## src/rtl/mc_luma_ctrl_pkg.sv

```systemverilog
// Shared definitions for the luma MC partition sequencer: block-height codes,
// FSM state encoding and the height decode helper.
package mc_luma_ctrl_pkg;

    localparam logic [1:0] BLK_H_4  = 2'd0;
    localparam logic [1:0] BLK_H_8  = 2'd1;
    localparam logic [1:0] BLK_H_16 = 2'd2;

    localparam int ROW_W = 5;

    typedef enum logic [1:0] {
        ST_IDLE  = 2'd0,
        ST_FEED  = 2'd1,
        ST_FLUSH = 2'd2,
        ST_DRAIN = 2'd3
    } state_t;

    // Code 3 is reserved and behaves like a 16-row block.
    function automatic logic [ROW_W-1:0] h_decode(input logic [1:0] code);
        case (code)
            BLK_H_4:  return 5'd4;
            BLK_H_8:  return 5'd8;
            BLK_H_16: return 5'd16;
            default:  return 5'd16;
        endcase
    endfunction

endpackage

```

## src/rtl/mc_luma_ctrl_dly.sv

```systemverilog
// One-cycle alignment of per-read flags so they line up with the reference
// data, which arrives one cycle after the read strobe.
module mc_luma_ctrl_dly #(
    parameter int W = 3
) (
    input  logic         clk,
    input  logic         srst,
    input  logic [W-1:0] din,
    output logic [W-1:0] dout
);

    generate
        for (genvar gi = 0; gi < W; gi++) begin : g_dly
            logic bit_reg;
            always_ff @(posedge clk) begin
                if (srst) begin
                    bit_reg <= 1'b0;
                end else begin
                    bit_reg <= din[gi];
                end
            end
            assign dout[gi] = bit_reg;
        end
    endgenerate

endmodule

```

## src/rtl/mc_luma_ctrl.sv

```systemverilog
// Sequences one luma MC partition: reference-row reads per 8-pel strip,
// interpolator side-band strobes, and MC-buffer write addressing.
module mc_luma_ctrl
    import mc_luma_ctrl_pkg::*;
#(
    parameter int RADDR_W = 7,
    parameter int CADDR_W = 7,
    parameter int WADDR_W = 5
) (
    input  logic               clk_i,
    input  logic               rst_i,
    input  logic               start_i,
    input  logic               blk_w_i,
    input  logic [1:0]         blk_h_i,
    input  logic [3:0]         mv_frac_i,
    input  logic [RADDR_W-1:0] ref_y_i,
    input  logic [CADDR_W-1:0] ref_x_i,
    output logic               ref_rd_en_o,
    output logic [RADDR_W-1:0] ref_rd_row_o,
    output logic [CADDR_W-1:0] ref_rd_col_o,
    output logic               rpvalid_o,
    output logic               area_co_locate_o,
    output logic               end_oneblk_input_o,
    input  logic               end_oneblk_ip_i,
    output logic [3:0]         hfrac_o,
    output logic [3:0]         qfrac_o,
    output logic               half_ip_flag_o,
    input  logic               mc_luma_wren_i,
    output logic               mc_wr_en_o,
    output logic [WADDR_W-1:0] mc_wr_addr_o,
    output logic               busy_o,
    output logic               done_o
);

    localparam int CNT_W = WADDR_W + 1;

    state_t             state_reg;
    logic [ROW_W-1:0]   row_reg;
    logic [ROW_W-1:0]   h_reg;
    logic               strip_reg;
    logic               blk_w_reg;
    logic [RADDR_W-1:0] ref_y_reg;
    logic [CADDR_W-1:0] ref_x_reg;
    logic               rd_en_reg;
    logic [RADDR_W-1:0] rd_row_reg;
    logic [CADDR_W-1:0] rd_col_reg;
    logic               area_reg;
    logic               end_reg;
    logic [3:0]         hfrac_reg;
    logic [3:0]         qfrac_reg;
    logic               busy_reg;
    logic               done_reg;
    logic [CNT_W-1:0]   wr_cnt_reg;

    logic [CNT_W-1:0]   wr_cnt_next;
    logic [CNT_W-1:0]   total_rows;
    logic [ROW_W-1:0]   last_row;
    logic               wr_fire;

    assign wr_fire     = busy_reg & mc_luma_wren_i;
    assign wr_cnt_next = wr_cnt_reg + CNT_W'(wr_fire);
    assign total_rows  = blk_w_reg ? CNT_W'({h_reg, 1'b0}) : CNT_W'({1'b0, h_reg});
    // Six-tap filter needs H+5 source rows per strip: rows 0..H+4.
    assign last_row    = h_reg + 5'd4;

    always_ff @(posedge clk_i) begin
        if (rst_i) begin
            state_reg  <= ST_IDLE;
            row_reg    <= '0;
            h_reg      <= '0;
            strip_reg  <= 1'b0;
            blk_w_reg  <= 1'b0;
            ref_y_reg  <= '0;
            ref_x_reg  <= '0;
            rd_en_reg  <= 1'b0;
            rd_row_reg <= '0;
            rd_col_reg <= '0;
            area_reg   <= 1'b0;
            end_reg    <= 1'b0;
            hfrac_reg  <= '0;
            qfrac_reg  <= '0;
            busy_reg   <= 1'b0;
            done_reg   <= 1'b0;
            wr_cnt_reg <= '0;
        end else begin
            done_reg   <= 1'b0;
            wr_cnt_reg <= wr_cnt_next;
            case (state_reg)
                ST_IDLE: begin
                    if (start_i) begin
                        blk_w_reg  <= blk_w_i;
                        h_reg      <= h_decode(blk_h_i);
                        ref_y_reg  <= ref_y_i;
                        ref_x_reg  <= ref_x_i;
                        hfrac_reg  <= {mv_frac_i[3], mv_frac_i[3], mv_frac_i[1], mv_frac_i[1]};
                        qfrac_reg  <= mv_frac_i;
                        strip_reg  <= 1'b0;
                        row_reg    <= '0;
                        wr_cnt_reg <= '0;
                        busy_reg   <= 1'b1;
                        rd_en_reg  <= 1'b1;
                        rd_row_reg <= ref_y_i;
                        rd_col_reg <= ref_x_i;
                        area_reg   <= 1'b0;
                        end_reg    <= 1'b0;
                        state_reg  <= ST_FEED;
                    end
                end
                ST_FEED: begin
                    if (row_reg == last_row) begin
                        rd_en_reg <= 1'b0;
                        area_reg  <= 1'b0;
                        end_reg   <= 1'b0;
                        state_reg <= ST_FLUSH;
                    end else begin
                        row_reg    <= row_reg + 5'd1;
                        rd_row_reg <= ref_y_reg + RADDR_W'(row_reg + 5'd1);
                        area_reg   <= (row_reg >= 5'd4);
                        end_reg    <= ((row_reg + 5'd1) == last_row);
                    end
                end
                ST_FLUSH: begin
                    if (end_oneblk_ip_i) begin
                        if (blk_w_reg && !strip_reg) begin
                            strip_reg  <= 1'b1;
                            row_reg    <= '0;
                            rd_en_reg  <= 1'b1;
                            rd_row_reg <= ref_y_reg;
                            rd_col_reg <= ref_x_reg + CADDR_W'(8);
                            area_reg   <= 1'b0;
                            end_reg    <= 1'b0;
                            state_reg  <= ST_FEED;
                        end else begin
                            state_reg  <= ST_DRAIN;
                        end
                    end
                end
                ST_DRAIN: begin
                    // Rows may already be complete when DRAIN is entered.
                    if (wr_cnt_next == total_rows) begin
                        busy_reg  <= 1'b0;
                        done_reg  <= 1'b1;
                        state_reg <= ST_IDLE;
                    end
                end
                default: state_reg <= ST_IDLE;
            endcase
        end
    end

    mc_luma_ctrl_dly #(
        .W(3)
    ) u_dly (
        .clk  (clk_i),
        .srst (rst_i),
        .din  ({end_reg, area_reg, rd_en_reg}),
        .dout ({end_oneblk_input_o, area_co_locate_o, rpvalid_o})
    );

    assign ref_rd_en_o    = rd_en_reg;
    assign ref_rd_row_o   = rd_row_reg;
    assign ref_rd_col_o   = rd_col_reg;
    assign hfrac_o        = hfrac_reg;
    assign qfrac_o        = qfrac_reg;
    assign half_ip_flag_o = 1'b0;
    assign mc_wr_en_o     = wr_fire;
    assign mc_wr_addr_o   = wr_cnt_reg[WADDR_W-1:0];
    assign busy_o         = busy_reg;
    assign done_o         = done_reg;

endmodule

```

## config.mk

```make
export PLATFORM = sky130hd
export DESIGN_NAME = mc_luma_ctrl
export DESIGN_NICKNAME = d
export VERILOG_FILES = /design/src/rtl/mc_luma_ctrl_pkg.sv /design/src/rtl/mc_luma_ctrl_dly.sv /design/src/rtl/mc_luma_ctrl.sv
export SDC_FILE = /design/constraint.sdc
export NUM_CORES = 1
export LEC_CHECK = 0
export CAP_MARGIN = 20
export CORE_MARGIN = 5
export CORE_UTILIZATION = 50
export CTS_BUF_LIST = sky130_fd_sc_hd__clkbuf_8
export DETAILED_ROUTE_END_ITERATION = 10
export PLACE_DENSITY = 0.78
export RECOVER_POWER = 100
export SETUP_SLACK_MARGIN = 0.4
export SKIP_CTS_REPAIR_TIMING = 1
export SYNTH_ARGS = -nofsm -noshare
export SYNTH_HDL_FRONTEND = slang
export SYNTH_SLANG_ARGS = --single-unit
```

## constraint.sdc

```tcl
create_clock -name clk_i -period 2.5 [get_ports clk_i]
set_input_delay 0.5 -clock clk_i [delete_from_list [all_inputs] [get_ports clk_i]]
set_output_delay 0.5 -clock clk_i [all_outputs]
set_load 0.05 [all_outputs]
```

==> impl_metrics.json <==
{
  "status": "complete, no violations",
  "yosysUniqueCellTypes": 59,
  "path_clk_slew_ns": 0.07,
  "tightest_slew_ns": 1.28,
  "yosys_most_used_dff": "dfxtp_1",
  "fin_crit_sh_pct": 91.3,
  "grt_pass1_wl_um": 12300,
  "grt_max_degree": 27,
  "finalCoreUtilization_pct": 71.5,
  "rows": 28,
  "clock.fmax_ghz": 0.438,
  "io_pins": 61,
  "place.gp.congestion": 0.866,
  "first_global_vias": 2798,
  "clockBufferDepth": 2,
  "layout_min_cycle_time_ns": 2.28,
  "cts_root_buffer": "clkbuf_8",
  "antenna_found_initial": 0,
  "setup_viol": 0,
  "cp_cell_sequence": "inv_1 -> ha_1 -> nor2b_4 -> a21oi_1 -> and2b_2 -> buf_4 -> nand2_4 -> or3_1 -> a21oi_1",
  "cts_buffers": 9,
  "cellPowerDensity_mw_per_mm2": 1060,
  "post-synth-top-area-cell": "dfxtp_1",
  "final_nets": 482,
  "drt_iter0_markers": 130,
  "worst_r2r_endpoint": "row_reg[4]",
  "synth-seq-area-share_pct": 37.6,
  "cp.arrival_ns": 2.54,
  "ir_drop_mv": 0.747,
  "synth-edff-count": 0,
  "rsz0062_at_grt": "yes",
  "clk_latency_ns": 0.35,
  "yosys_warnings": 0,
  "synth_area_leaders": "dfxtp_1 (38%), ha_1 (7.7%), nand2_1 (6.8%)",
  "syn_inst": 369,
  "r2r_slack_ns": 0.22,
  "final_common_cell": "nand2_1",
  "clock-sinks": 58,
  "gr-total-overflow": 0,
  "slowest_delay_ns": 0.44,
  "initial_core_util_pct": 51.8,
  "wl_per_cell_um": 15.6,
  "htreeDepth": 3,
  "synth_top_area_share_pct": 37.6,
  "hold_viol_final": 0,
  "slew_violations": 0,
  "cap_violations": 0,
  "dr.pass1.iters": 4,
  "drive_above_1_share_pct": 21.1,
  "vias_per_cell": 5.51,
  "layout_common_cells": "nand2_1 (55), dfxtp_1 (51), clkdlybuf4s50_1 (50)",
  "dp_hpwl_um": 5290,
  "io_buffers": 59,
  "route.vias.total": 2844,
  "crit_path_start_kind": "register",
  "drc_errors": 0,
  "die_w_um": 88.5,
  "cp_num_buf_inv": 2,
  "cp_slowest_cell": "dfxtp_1",
  "p_leak_uw": 0.00169,
  "syn_area_mm2": 0.00308,
  "hold_path_class": "reg -> reg",
  "synth_nets": 415,
  "path_class": "reg -> reg",
  "synth_seq_cells": 58,
  "critPathCaptureType": "register",
  "core_area_mm2": 0.00596,
  "crit_fanout": 7,
  "relSlewSlack_pct": 14.7,
  "drtAntennaViolNets": 0,
  "die_h_um": 88.5,
  "drt_wl_total_um": 8050,
  "cp-endpoint": "row_reg[4]",
  "areaGrowthSynthToFinish_pct": 38.1,
  "critPathLaunch": "state_reg[0]",
  "cpMostUsedCell": "a21oi_1",
  "crit_family": "simple AND/OR/NAND/NOR gates",
  "avgSynthCellArea_um2": 8.36,
  "skew_ns": 0.0102,
  "worst_r2r_path_depth": 9,
  "min_delay_path_depth": 2,
  "worst_hold_slack_ns": 0.454,
  "async_flop_share_pct": 0,
  "grt_usage_pct": 19.9,
  "cts_tree": "built",
  "antenna_cells": 0,
  "dieArea_mm2": 0.00784,
  "crit_cells": 9,
  "crit_required_ns": 2.76,
  "r2r-start": "state_reg[0]"
}
per-layer routing:
metal  GRT usage, %  wire length [um]  vias up
met1           24.4              3360     1331
li1               -                 -     1401
met4           9.62               182        0
met5              0                 0        -
met3           4.28               466       19
met2           33.1              4040       93
tightest hold or removal path: cells and delay by family, from the launching register on:
kind             cells  cell delay [ns]
AO/OA/AOI/OAI        1             0.05
AND/OR/NAND/NOR      1             0.05
flip-flops           1             0.31
final cells by class:
type | count | area [um^2]
clock buffers | 11 | 151
repair buffers | 85 | 777
fillers | 474 | 1700
clock inverters | 5 | 51.3
multi-input cells | 269 | 1950
flip-flops and latches | 58 | 1170
well taps | 75 | 93.8
inverters | 13 | 55.1
how the worst min path moves through the flow:
stage	start	slack, ns	endpoint
6_report	ref_x_reg[2]	0.45	ref_x_reg[2]
2_1_floorplan	end_reg	0.43	end_reg
3_5_place_dp	area_reg	0.44	area_reg
4_1_cts	area_reg	0.45	area_reg
5_1_grt	ref_x_reg[0]	0.48	ref_x_reg[0]
3_3_place_gp	area_reg	0.44	area_reg
through the flow:
stage	worst slack [ns]	instances	area, um^2	setup TNS (ns)	power (uW)
2_1_floorplan	0.201	369	3130	0	2820
3_3_place_gp	-0.224	489	3740	-0.547	3350
3_5_place_dp	-0.384	489	3740	-0.979	3400
4_1_cts	-0.0222	505	3950	-0.0222	4300
5_1_grt	0.114	516	4260	0	4790
6_report	0.218	516	4260	0	4520
synth_stat cells (all sizes together), types with 6 or more instances:
cell type and n:
a211oi 10, a21oi 42, buf 16, clkbuf 13, dfxtp 58, ha 19
inv 12, nand2 57, nand3b 6, nor2 31, nor2b 7, nor3 14
o21ai 15, xnor2 8
where the power goes:
group | internal [uW] | switching [uW] | total [uW]
logic | 919 | 1430 | 2350
registers | 1130 | 150 | 1280
clock network | 509 | 380 | 889
total | 2560 | 1960 | 4520
cell families (layout without fill, tap and decap cells):
kind of cell               count (synthesis)  in the layout  synth area share (%)
muxes                                      5              5                  1.62
other                                      1              1                 0.122
xor gates and xnor gates                  14             14                  4.42
buffers and inverters                     42            114                  7.83
adders and majority gates                 20             20                  8.36
DFF                                       58             58                  37.6
and+or+nand+nor                          140            140                  22.1
AOI/OAI and AO/OA                         89             89                  17.9
(Power assumes the default switching activity.)
